===== src/rtl/pipelined_instr_proc.sv =====
// Two-stage instruction processor: instruction register (S1) feeding execute/writeback (S2)
// with valid/ready handshakes, zero/overflow flags, a retired counter and a debug read port.
module pipelined_instr_proc #(
    parameter int unsigned DATA_W = 8,
    parameter int unsigned CNT_W  = 16
) (
    input  logic              clk,
    input  logic              reset,
    input  logic [15:0]       in_instr,
    input  logic              in_valid,
    output logic              in_ready,
    output logic [DATA_W-1:0] out_data,
    output logic              out_zero,
    output logic              out_ovf,
    output logic [2:0]        out_dest,
    output logic              out_valid,
    input  logic              out_ready,
    input  logic [2:0]        dbg_addr,
    output logic [DATA_W-1:0] dbg_data,
    output logic [CNT_W-1:0]  retired
);

    localparam logic [2:0] OP_ADD  = 3'b000;
    localparam logic [2:0] OP_SUB  = 3'b001;
    localparam logic [2:0] OP_ADDI = 3'b010;
    localparam logic [2:0] OP_ANDI = 3'b011;
    localparam logic [2:0] OP_ORI  = 3'b100;
    localparam logic [2:0] OP_AND  = 3'b101;
    localparam logic [2:0] OP_OR   = 3'b110;
    localparam logic [2:0] OP_XOR  = 3'b111;

    logic [15:0]       r_ir;
    logic              r_ir_valid;
    logic [DATA_W-1:0] r_regs [8];
    logic [DATA_W-1:0] r_out_data;
    logic              r_out_zero;
    logic              r_out_ovf;
    logic [2:0]        r_out_dest;
    logic              r_out_valid;
    logic [CNT_W-1:0]  r_retired;

    logic              w_commit;
    logic              w_accept;
    logic [2:0]        w_op;
    logic [5:0]        w_imm;
    logic [DATA_W-1:0] w_a;
    logic [DATA_W-1:0] w_b;
    logic [DATA_W-1:0] w_res;
    logic [2:0]        w_dest;
    logic              w_ovf;

    assign w_commit = r_ir_valid & (~r_out_valid | out_ready);
    assign in_ready = ~r_ir_valid | w_commit;
    assign w_accept = in_valid & in_ready;

    assign w_op  = r_ir[15:13];
    assign w_imm = r_ir[5:0];
    assign w_a   = r_regs[r_ir[12:10]];

    always_comb begin
        w_b    = r_regs[r_ir[9:7]];
        w_dest = r_ir[6:4];
        w_res  = '0;
        w_ovf  = 1'b0;
        unique case (w_op)
            OP_ADD: begin
                w_res = w_a + w_b;
                w_ovf = (w_a[DATA_W-1] == w_b[DATA_W-1]) && (w_res[DATA_W-1] != w_a[DATA_W-1]);
            end
            OP_SUB: begin
                w_res = w_a - w_b;
                w_ovf = (w_a[DATA_W-1] != w_b[DATA_W-1]) && (w_res[DATA_W-1] != w_a[DATA_W-1]);
            end
            OP_ADDI: begin
                w_dest = r_ir[9:7];
                w_b    = {{(DATA_W-6){w_imm[5]}}, w_imm};
                w_res  = w_a + w_b;
                w_ovf  = (w_a[DATA_W-1] == w_b[DATA_W-1]) && (w_res[DATA_W-1] != w_a[DATA_W-1]);
            end
            OP_ANDI: begin
                w_dest = r_ir[9:7];
                w_b    = {{(DATA_W-6){1'b0}}, w_imm};
                w_res  = w_a & w_b;
            end
            OP_ORI: begin
                w_dest = r_ir[9:7];
                w_b    = {{(DATA_W-6){1'b0}}, w_imm};
                w_res  = w_a | w_b;
            end
            OP_AND:  w_res = w_a & w_b;
            OP_OR:   w_res = w_a | w_b;
            OP_XOR:  w_res = w_a ^ w_b;
            default: w_res = '0;
        endcase
    end

    // Writeback and the next accept share an edge, so a dependent instruction reads the updated regfile in S2.
    always_ff @(posedge clk) begin
        if (reset) begin
            r_ir        <= '0;
            r_ir_valid  <= 1'b0;
            r_regs      <= '{default: '0};
            r_out_data  <= '0;
            r_out_zero  <= 1'b0;
            r_out_ovf   <= 1'b0;
            r_out_dest  <= '0;
            r_out_valid <= 1'b0;
            r_retired   <= '0;
        end else begin
            if (w_accept) begin
                r_ir       <= in_instr;
                r_ir_valid <= 1'b1;
            end else if (w_commit) begin
                r_ir_valid <= 1'b0;
            end

            if (w_commit) begin
                r_regs[w_dest] <= w_res;
                r_out_data     <= w_res;
                r_out_zero     <= (w_res == '0);
                r_out_ovf      <= w_ovf;
                r_out_dest     <= w_dest;
                r_out_valid    <= 1'b1;
                r_retired      <= r_retired + CNT_W'(1);
            end else if (r_out_valid && out_ready) begin
                r_out_valid <= 1'b0;
            end
        end
    end

    assign out_data  = r_out_data;
    assign out_zero  = r_out_zero;
    assign out_ovf   = r_out_ovf;
    assign out_dest  = r_out_dest;
    assign out_valid = r_out_valid;
    assign retired   = r_retired;
    assign dbg_data  = r_regs[dbg_addr];

endmodule


===== config.mk =====
export PLATFORM = sky130hd
export DESIGN_NAME = pipelined_instr_proc
export DESIGN_NICKNAME = d
export VERILOG_FILES = /design/src/rtl/pipelined_instr_proc.sv
export SDC_FILE = /design/constraint.sdc
export NUM_CORES = 1
export LEC_CHECK = 0
export BUFFER_PORTS_ARGS = -buffer_cell sky130_fd_sc_hd__buf_4
export CAP_MARGIN = 20
export CELL_PAD_IN_SITES_DETAIL_PLACEMENT = 0
export CELL_PAD_IN_SITES_GLOBAL_PLACEMENT = 1
export CORE_ASPECT_RATIO = 2
export CORE_MARGIN = 2
export CORE_UTILIZATION = 40
export DETAILED_ROUTE_END_ITERATION = 8
export PLACE_DENSITY_LB_ADDON = 0.12
export SLEW_MARGIN = 40
export SYNTH_ARGS = -nofsm -noshare
export SYNTH_HDL_FRONTEND = slang
export SYNTH_SLANG_ARGS = --single-unit

===== constraint.sdc =====
create_clock -name clk -period 6.26 [get_ports clk]
set_clock_uncertainty 0.15 [all_clocks]
set_input_delay 0.939 -clock clk [delete_from_list [all_inputs] [get_ports clk]]
set_output_delay 0.939 -clock clk [all_outputs]
set_load 0.1 [all_outputs]

# --- Word-level counts from Yosys, hierarchy flattened ---
# Index checks and enable logic that the tools add are counted.
totals:
  ff_bits: 111
  in_bits: 23
  out_inout_bits: 39
  elab_cells: 82
classes:
  addsub: 4
  magnitude_cmp: 5
  n_eq_ne: 13
  mux: 19
  n_bitwise: 15
  n_reduce_logical: 10
op_table:
  columns: ["cell", "n"]
  rows:
  - ["$bmux W8 S3", 3]
  - ["$bwmux W64", 1]
  - ["$pmux W8 S8", 1]
  - ["$mux W8", 7]
  - ["$demux W8 S3", 1]
  - ["$add A16 B1 Y16 const B", 1]
  - ["$add A8 B8 Y8", 2]
  - ["$ge A4 B4 Y1 const B", 4]
  - ["$not A3 Y4", 4]
  - ["$eq A3 B3 Y1 const B", 4]
  - ["$and A8 B6 Y8", 1]
  - ["$and A8 B8 Y8", 1]
  - ["$logic_not A8 Y1", 1]
  - ["$or A8 B6 Y8", 1]
  - ["$or A8 B8 Y8", 1]
  - ["$sub A8 B8 Y8", 1]
  - ["$xor A8 B8 Y8", 1]
  - ["$eq A3 B2 Y1 const B", 2]
  - ["$logic_and A1 B1 Y1", 5]
  - ["$lt A4 B1 Y1 const B", 1]
  - ["$mux W1", 4]
  - ["$ne A1 B1 Y1", 4]
  - ["$reduce_bool A2 Y1", 2]
  - ["$eq A3 B1 Y1 const B", 1]
  - ["8 further kinds", 12]

# --- Depth between registers and ports, before layout ---
# Gate-level depths: netlist of the first run.
logic_depth:
  ltp_word: 9
  mapped_depth: 15
  mapped_depth_nobuf: 13

# --- Least setup slack after synthesis of the first run ---
# Ideal clock, no wire load.
synth_timing:
  kind: "flip-flop to flip-flop"
  startpoint: "register r_ir[10]"
  endpoint: "register r_out_zero (netlist: out_zero)"
  setup_time_ns: 0.059
  t_arrival_ns: 4.174
  slack_ns: 1.877
  stages_incl_launch_ff: 15
  path_buffers: 3
  cell_sequence: "dfxtp_1 clkbuf_1 buf_1 mux4_2 mux2i_1 inv_1 ha_1 a211oi_1 nor4_1 nor3b_1 a32oi_1 o211a_1 clkbuf_1 a2111oi_2 a31o_1"
synth_via:
  elab_chain_cells: 7
  word_cells_on_any_way: 14
  cone_classes: "add/sub: 3; mux: 4; bitwise: 6; reduce/logical: 1"
synth_lines:
  columns: ["element", "line_no", "source"]
  rows:
  - ["start, declared", "32", "logic [15:0] r_ir;"]
  - ["start signal, assigned", "111", "r_ir <= in_instr;"]
  - ["$not A3 Y4 (implied by the code) *", "58", "assign w_a = r_regs[r_ir[12:10]];"]
  - ["$bmux W8 S3 *", "58", null]
  - ["$mux W8 (implied by the code) * (2 in series)", "58", null]
  - ["$add A8 B8 Y8 (tied with other cells)", "77", "w_res = w_a + w_b;"]
  - ["$pmux W8 S8 *", "65", "unique case (w_op)"]
  - ["$logic_not A8 Y1 *", "120", "r_out_zero <= (w_res == '0);"]
  - ["end signal, assigned", "120", null]
  - ["end, declared", "36", "logic r_out_zero;"]
# Mark *: on every way between the ends. The rest lies on a longest branch, timed or not. The select of a mux whose other input is x is not followed.
# A chain may end at the register's enable or synchronous reset.

# --- Final worst setup path of the first run ---
layout_timing:
  startpoint: "register r_ir[7]"
  endpoint: "register r_out_zero (netlist: out_zero)"
layout_via:
  elab_chain_cells: 7
  word_cells_on_any_way: 11
  cone_classes: "add/sub: 2; mux: 4; bitwise: 4; reduce/logical: 1"
layout_lines:
  columns: ["element", "line_no", "source"]
  rows:
  - ["$not A3 Y4 (implied by the code) *", "61", "w_b = r_regs[r_ir[9:7]];"]
  - ["$bmux W8 S3 *", "61", null]
  - ["$mux W8 (implied by the code) * (2 in series)", "61", null]
  - ["$sub A8 B8 Y8 (tied with other cells)", "71", "w_res = w_a - w_b;"]
  - ["$pmux W8 S8 *", "65", null]
  - ["$logic_not A8 Y1 *", "120", null]
# Marks and branches as above.

==> reports/summary.md, run 1 <==
GRT
* **total routing usage reported by global routing** 24.4%
* **global routing usage on met2** 45.2%
* **met3 GRT Util** 2.86%
* **number of global-route vias before repair** 6306
* **first-pass GRT wire length** 36000 µm
* **layer with the highest usage after global routing** met2
* **pin count of the biggest net entering global routing** 86
* **antenna violations before repair** 0
* **global-route met1 utilization** 26.2%
* **overflow left after global routing** 0

STA
* **setup-violating endpoint count in the final report** 0
* **Tmin final** 4.59 ns
* **max-slew violation count** 0
* **relative slew slack** 43.0%
* **Fmax achieved** 218 MHz
* **number of hold violations in the final report** 0
* **share of the clock period used by the worst path** 73.4%
* **unrepaired setup endpoints after global routing** false
* **final-layout setup total negative slack** 0 ns
* **pin slew with the least headroom to its limit** 0.853 ns

Floorplan
* **Die X-Extent** 99.7 µm
* **core area** 18100 µm²
* **floorplan die area** 19500 µm²
* **row count** 70
* **Chip Height** 195 µm
* **initial core utilization** 40.4%
* **I/O Pins** 62

Logic synthesis
* **number of nets produced by synthesis** 858
* **Syn. warnings** 0
* **Syn Inst Count** 795
* **Post-synth EDFFs** 0
* **syn_area_per_cell** 9.21 µm²
* **register area share after synthesis** 30.3%
* **summed instance area of the synthesized netlist** 7320 µm²
* **number of synthesized register bits** 111
* **primary flip-flop cell chosen by synthesis mapping** sky130_fd_sc_hd__dfxtp_1
* **count of distinct cell types in the synthesized netlist** 63
* **post-synthesis async set-or-reset flop share** 0%

Clock tree
* **total of hold buffers inserted after clock tree synthesis** 0
* **number of buffers inserted during clock tree synthesis** 9
* **Setup Buffers After CTS** 0
* **CTS tree** built
* **CTS Root Buffer Type** sky130_fd_sc_hd__clkbuf_16
* **clock latency of the later-clocked register in the worst-skew pair** 0.36 ns
* **H-Tree Depth** 3
* **Longest Clk Path Bufs** 2
* **clock-pin slew of the registers on the worst-case setup and hold paths** 0.08 ns
* **PostCTS Resize Cnt** 0
* **total clock sinks** 111

Setup path
* **Critical Path Start Type** register
* **worst setup path class** register to register
* **worst-case reg-to-reg path depth** 11
* **endpoint required time on the critical path** 6.41 ns
* **CP max FO** 15
* **Arrival @ worst endpoint** 4.74 ns
* **type of element capturing the critical path** register

Finish
* **synthesis-to-layout area growth** 12.7%
* **ratio of cells with drive above 1 in the final layout** 21.0%
* **number of nets in the finished design** 890
* **Sequential Area** 2220 µm²
* **antenna diode count** 0
* **Filler Cells Inserted** 1748
* **area of the multi-input gates** 4780 µm²

Placement
* **placer's final routability congestion estimate** 0.924
* **HPWL after DPL** 17500 µm
* **number of port buffers** 61

Outcome
* **outcome** finished clean

Pwr
* **Power Density** 210 nW/µm²
* **switching power total** 574 µW
* **Net Sw Frac** 33.2%
* **post-layout power** 1730 µW
* **proportion of power drawn by the clock network** 31.7%
* **sequential power share** 43.5%
* **combinational power share** 24.8%
* **internal cell power** 1160 µW
* **leakage power total** 0.00325 µW
* **Max VDD drop** 0.000187 V

Drt
* **total number of vias** 6252
* **Pre-antenna DRT Iters** 5
* **drt drc** 0
* **via/cell ratio** 5.97
* **Post-DRT Antenna Nets** 0
* **DRC marker count from the first detailed-route iteration** 434
* **Routed wire per std cell** 22.1 µm
* **WL final** 23100 µm

Worst hold path
* **Hold Crit Class** register to register
* **worst hold path depth** 2

Flow run
* **maxcap violations** 0

## cell usage after synthesis (all sizes together), types with 2 or more instances
master | instances | area, µm²
nand2b | 11 | 68.8
a21o | 6 | 45.0
nor3b | 3 | 22.5
nand3b | 2 | 15.0
o211ai | 5 | 37.5
clkbuf | 37 | 139
a32oi | 2 | 17.5
xor2 | 15 | 131
a22oi | 2 | 15.0
ha | 37 | 463
mux2 | 11 | 124
mux2i | 67 | 683
o31ai | 3 | 22.5
nor3 | 22 | 110
dfxtp | 111 | 2220
o22ai | 8 | 50.1
nand3 | 23 | 115
nand4 | 2 | 12.5
inv | 35 | 131
and3 | 8 | 50.1
nor2b | 8 | 50.1
buf | 19 | 93.8
nor2 | 109 | 414
a31oi | 3 | 18.8
o21ai | 15 | 75.1
a2111oi | 2 | 23.8
fa | 3 | 60.1
or3b | 2 | 17.5
or2 | 5 | 31.3
o211a | 3 | 30.0
nor4 | 2 | 12.5
o21a | 6 | 45.0
a211oi | 22 | 165
a221oi | 4 | 35.0
xnor2 | 7 | 68.8
mux4 | 48 | 1080
nand2 | 68 | 255
a21oi | 44 | 224
o2111ai | 2 | 35.0
## worst max-delay path: stages, from the launching register on
cell and delay [ns]:
sky130_fd_sc_hd__dfxtp_1 0.46, sky130_fd_sc_hd__buf_4 0.38, sky130_fd_sc_hd__mux4_2 0.56, sky130_fd_sc_hd__mux2i_1 0.45, sky130_fd_sc_hd__ha_1 0.46, sky130_fd_sc_hd__nor3_1 0.29
sky130_fd_sc_hd__a211oi_1 0.19, sky130_fd_sc_hd__a221oi_1 0.54, sky130_fd_sc_hd__or3_1 0.23, sky130_fd_sc_hd__o2111ai_4 0.22, sky130_fd_sc_hd__a2111oi_2 0.40, sky130_fd_sc_hd__a31o_1 0.18
## per-stage QoR
stage / hold slack, ns / cell area, µm² / instances / worst slack (ns) / util (%)
2_1_floorplan: 0.286 / 7320 / 795 / 1.88 / -
3_3_place_gp: 0.299 / 7930 / 1028 / 1.63 / 43.7
3_5_place_dp: 0.301 / 7970 / 1031 / 1.65 / 43.9
4_1_cts: 0.314 / 8240 / 1047 / 1.59 / 45.4
5_1_grt: 0.334 / 8260 / 1048 / 1.34 / 45.5
6_report: 0.315 / 8260 / 1048 / 1.67 / 45.5
## layout by cell type (no fill, tap or decap), drive strengths merged, types with 3 or more instances in the layout
cell type,instances
a211oi,22
a21o,6
a21oi,44
a221oi,4
a31oi,3
and3,8
buf,77
clkbuf,12
dfxtp,111
fa,3
ha,37
inv,37
mux2,11
mux2i,67
mux4,48
nand2,68
nand2b,11
nand3,23
nor2,109
nor2b,8
nor3,22
nor3b,3
o211a,3
o211ai,5
o21a,6
o21ai,15
o22ai,8
o31ai,3
or2,5
xnor2,7
xor2,15
## layout make-up
cell class	instances	share of cell area, %
clock buffer	12	2.99
inverter	35	1.59
timing repair buffer	77	6.96
multi-input combinational	593	57.9
tap	216	3.27
sequential	111	26.9
clock inverter	4	0.333
## path summary, 6_finish.rpt
path	startpoint	endpoint	slack (ns)
max	r_ir[7]	out_zero	1.67
min	r_ir[10]	r_ir[10]	0.32
max reg2reg	r_ir[7]	out_zero	1.67
min reg2reg	r_ir[10]	r_ir[10]	0.32
## per-layer routing
metal | share of wire [%] | wire (µm)
met5 | 0 | 0
met1 | 36 | 8320
met4 | 5.8 | 1350
met3 | 3.5 | 799
met2 | 55 | 12700
## flip-flops by register name, summed over array words and instances, names as in the netlist
register,flops
retired,16
out_dest,3
r_ir,16
r_regs,64
out_data,8
out_ovf,1
r_ir_valid,1
out_zero,1
out_valid,1
## cell families after synthesis
| logic type | synth area share (%) |
|---|---|
| AND/OR/NAND/NOR | 16.4 |
| AO/OA/AOI/OAI | 12.6 |
| multiplexers | 25.8 |
| flip-flops | 30.3 |
| buffers and inverters | 4.97 |
| adder cells (fa/ha/maj) | 7.14 |
| XOR/XNOR | 2.73 |
## power by group through the flow
stage | clock [µW] | combinational (µW) | sequential [µW]
2_1_floorplan | 0 | 270 | 798
3_3_place_gp | 0 | 418 | 768
3_5_place_dp | 0 | 424 | 769
4_1_cts | 565 | 426 | 753
5_1_grt | 590 | 462 | 755
6_report | 548 | 428 | 753
(Power assumes the default switching activity.)
==> run 2, diff against run 1 <==
- clock period: 6.26 -> 4.15 ns (I/O delays scaled with it)
==> run 2 against run 1 <==
  * Die area unchanged
  * Via count up 0.82%
  * Design area up 2.4%
  * Utilization up 1.1 points
  * Largest cell class unchanged
  * Clock power up 54%
  * Fmax up 17%
  * Final cell count up 2.1%
  * Critical path type unchanged
==> reports/summary.md, run 2 (same netlist as run 1, synthesis figures left out) <==
Pwr
* **Power Density** 315 nW/µm², +51%
* **leakage power total** 0.00336 µW, +3.2%
* **Net Sw Frac** 32.2%, -0.95 points
* **sequential power share** 42.2%, -1.3 points
* **switching power total** 859 µW, +50%
* **proportion of power drawn by the clock network** 31.6%, about the same
* **Max VDD drop** 0.000229 V, +23%
* **internal cell power** 1810 µW, +56%
* **combinational power share** 26.2%, +1.4 points

Floorplan
* **Chip Height** 195 µm, unchanged
* **initial core utilization** 40.4%, unchanged
* **core area** 18100 µm², unchanged
* **floorplan die area** 19500 µm², unchanged
* **I/O Pins** 62, unchanged
* **row count** 70, unchanged
* **Die X-Extent** 99.7 µm, unchanged

Setup path
* **endpoint required time on the critical path** 4.30 ns, -2.11 ns
* **type of element capturing the critical path** register
* **Arrival @ worst endpoint** 4.06 ns, -0.68 ns
* **worst setup path class** register to register
* **Critical Path Start Type** register
* **CP max FO** 12, -3

Placement
* **placement-stage worst setup slack** 0.176 ns, -1.47 ns
* **placer's final routability congestion estimate** 0.918, -0.66%
* **placed inst area** 8160 µm², +2.4%
* **number of port buffers** 61, unchanged
* **HPWL after DPL** 17700 µm, +1.3%
* **# placed instances** 1055, +2.3%

STA
* **share of the clock period used by the worst path** 94.2%, +21 points
* **max-slew violation count** 0, unchanged
* **slack of the critical path** 0.240 ns, -1.43 ns
* **number of hold violations in the final report** 0, unchanged
* **setup-violating endpoint count in the final report** 0, unchanged
* **pin slew with the least headroom to its limit** 0.896 ns, +0.0427 ns
* **Fmax achieved** 256 MHz, +17%
* **final-layout setup total negative slack** 0 ns, unchanged
* **unrepaired setup endpoints after global routing** false
* **worst hold slack** 0.313 ns, -0.00184 ns
* **relative slew slack** 40.1%, -3.0 points
* **Tmin final** 3.91 ns, -0.684 ns

Clock tree
* **CTS tree** built
* **number of buffers inserted during clock tree synthesis** 9, unchanged
* **total clock sinks** 111, unchanged
* **H-Tree Depth** 3, unchanged
* **CTS Root Buffer Type** sky130_fd_sc_hd__clkbuf_16
* **clock latency of the later-clocked register in the worst-skew pair** 0.36 ns, about the same
* **clock-pin slew of the registers on the worst-case setup and hold paths** 0.08 ns, about the same
* **Longest Clk Path Bufs** 2, unchanged
* **Setup Buffers After CTS** 0, unchanged

GRT
* **antenna violations before repair** 0, unchanged
* **overflow left after global routing** 0, unchanged
* **first-pass GRT wire length** 36800 µm, +2.2%
* **number of global-route vias before repair** 6494, +3.0%
* **layer with the highest usage after global routing** met2
* **total routing usage reported by global routing** 24.7%, +0.30 points
* **global-route met1 utilization** 25.6%, -0.59 points
* **global routing usage on met2** 47.0%, +1.8 points
* **met3 GRT Util** 2.58%, -0.29 points
* **pin count of the biggest net entering global routing** 42, -51%

Finish
* **Final Instance Count excl. Fillers** 1070, +2.1%
* **Final Instance Area** 8450 µm², +2.4%
* **number of nets in the finished design** 913, +2.6%
* **commonest cells after routing, fill and taps aside** 111 x sky130_fd_sc_hd__dfxtp_1, 107 x sky130_fd_sc_hd__nor2_1, 97 x sky130_fd_sc_hd__buf_4
* **most frequent standard cell in the layout excluding fill and tap cells** sky130_fd_sc_hd__dfxtp_1
* **antenna diode count** 0, unchanged
* **Most flops, register** r_regs
* **max reg flops** 64, unchanged
* **Filler Cells Inserted** 1769, +1.2%
* **ratio of cells with drive above 1 in the final layout** 22.4%, +1.3 points
* **synthesis-to-layout area growth** 15.4%

Worst hold path
* **Hold Crit Class** register to register

Drt
* **via/cell ratio** 5.89, -1.3%
* **Post-DRT Antenna Nets** 0, unchanged
* **DRC marker count from the first detailed-route iteration** 369, -15%
* **Routed wire per std cell** 21.7 µm, -1.5%
* **drt drc** 0, unchanged
* **WL final** 23300 µm, +0.52%
* **total number of vias** 6303, +0.82%
* **Pre-antenna DRT Iters** 5, unchanged

Outcome
* **outcome** finished clean

Flow run
* **maxcap violations** 0, unchanged

==> run 2: cell types whose count changed in the layout (fill, tap and decap cells not counted), sizes merged <==
| cell | delta |
|---|---|
| clkbuf | +1 |
| inv | -2 |
| clkinv | -2 |
| clkinvlp | +2 |
| buf | +23 |
==> run 2: power groups by stage <==
stage          clock [µW]  combinational (µW)  sequential (µW)
6_report              843                 699             1120
5_1_grt               901                 753             1130
4_1_cts               868                 696             1120
3_5_place_dp            0                 693             1150
3_3_place_gp            0                 685             1150
2_1_floorplan           0                 407             1200
==> run 2: path summary, 6_finish.rpt <==
path	from	endpoint	slack (ns)	cells past startpoint
worst min register to register	out_dest[1]	out_dest[1]	0.31	2
worst min-delay path	out_dest[1]	out_dest[1]	0.31	2
worst max register to register	r_ir[11]	out_zero	0.24	12
worst max-delay path	r_ir[11]	out_zero	0.24	12
==> run 2: critical path, cell delays in order (launching register included) <==
cell	delay (ns)
sky130_fd_sc_hd__dfxtp_1	0.51
sky130_fd_sc_hd__buf_4	0.31
sky130_fd_sc_hd__mux4_2	0.52
sky130_fd_sc_hd__mux2_2	0.35
sky130_fd_sc_hd__inv_1	0.08
sky130_fd_sc_hd__ha_1	0.35
sky130_fd_sc_hd__mux2i_1	0.20
sky130_fd_sc_hd__a221oi_1	0.10
sky130_fd_sc_hd__a41oi_1	0.37
sky130_fd_sc_hd__o22a_1	0.22
sky130_fd_sc_hd__o211ai_1	0.14
sky130_fd_sc_hd__a2111oi_2	0.35
sky130_fd_sc_hd__a31o_1	0.18
==> run 2: stage by stage <==
step	power (µW)	utilization, %
detailed placement	1840	45.0
finish	2670	46.6
CTS	2690	46.6
global route	2780	46.6
floorplan	1610	-
global placement	1830	45.0
==> run 2: area by class of cell <==
type / instances / area (µm²) / area share [%]
Multi-Input combinational cell: 593 / 4750 / 56.3
Sequential cell: 111 / 2220 / 26.3
Timing Repair Buffer: 100 / 788 / 9.33
Clock buffer: 13 / 270 / 3.20
Tap cell: 216 / 270 / 3.20
Inverter: 35 / 131 / 1.55
Clock inverter: 2 / 15.0 / 0.178
==> run 2: per-layer routing <==
layer	wire length (µm)	share of wire [%]
met2	13000	56
met1	8300	36
met3	639	2.7
met4	1360	5.8
met5	0	0
==> run 2: what timing repair did <==
action / CTS / global route
endpoints found under the setup margin: 0 / 11
hold buffers: 0 / 0
resized for setup: 0 / 2
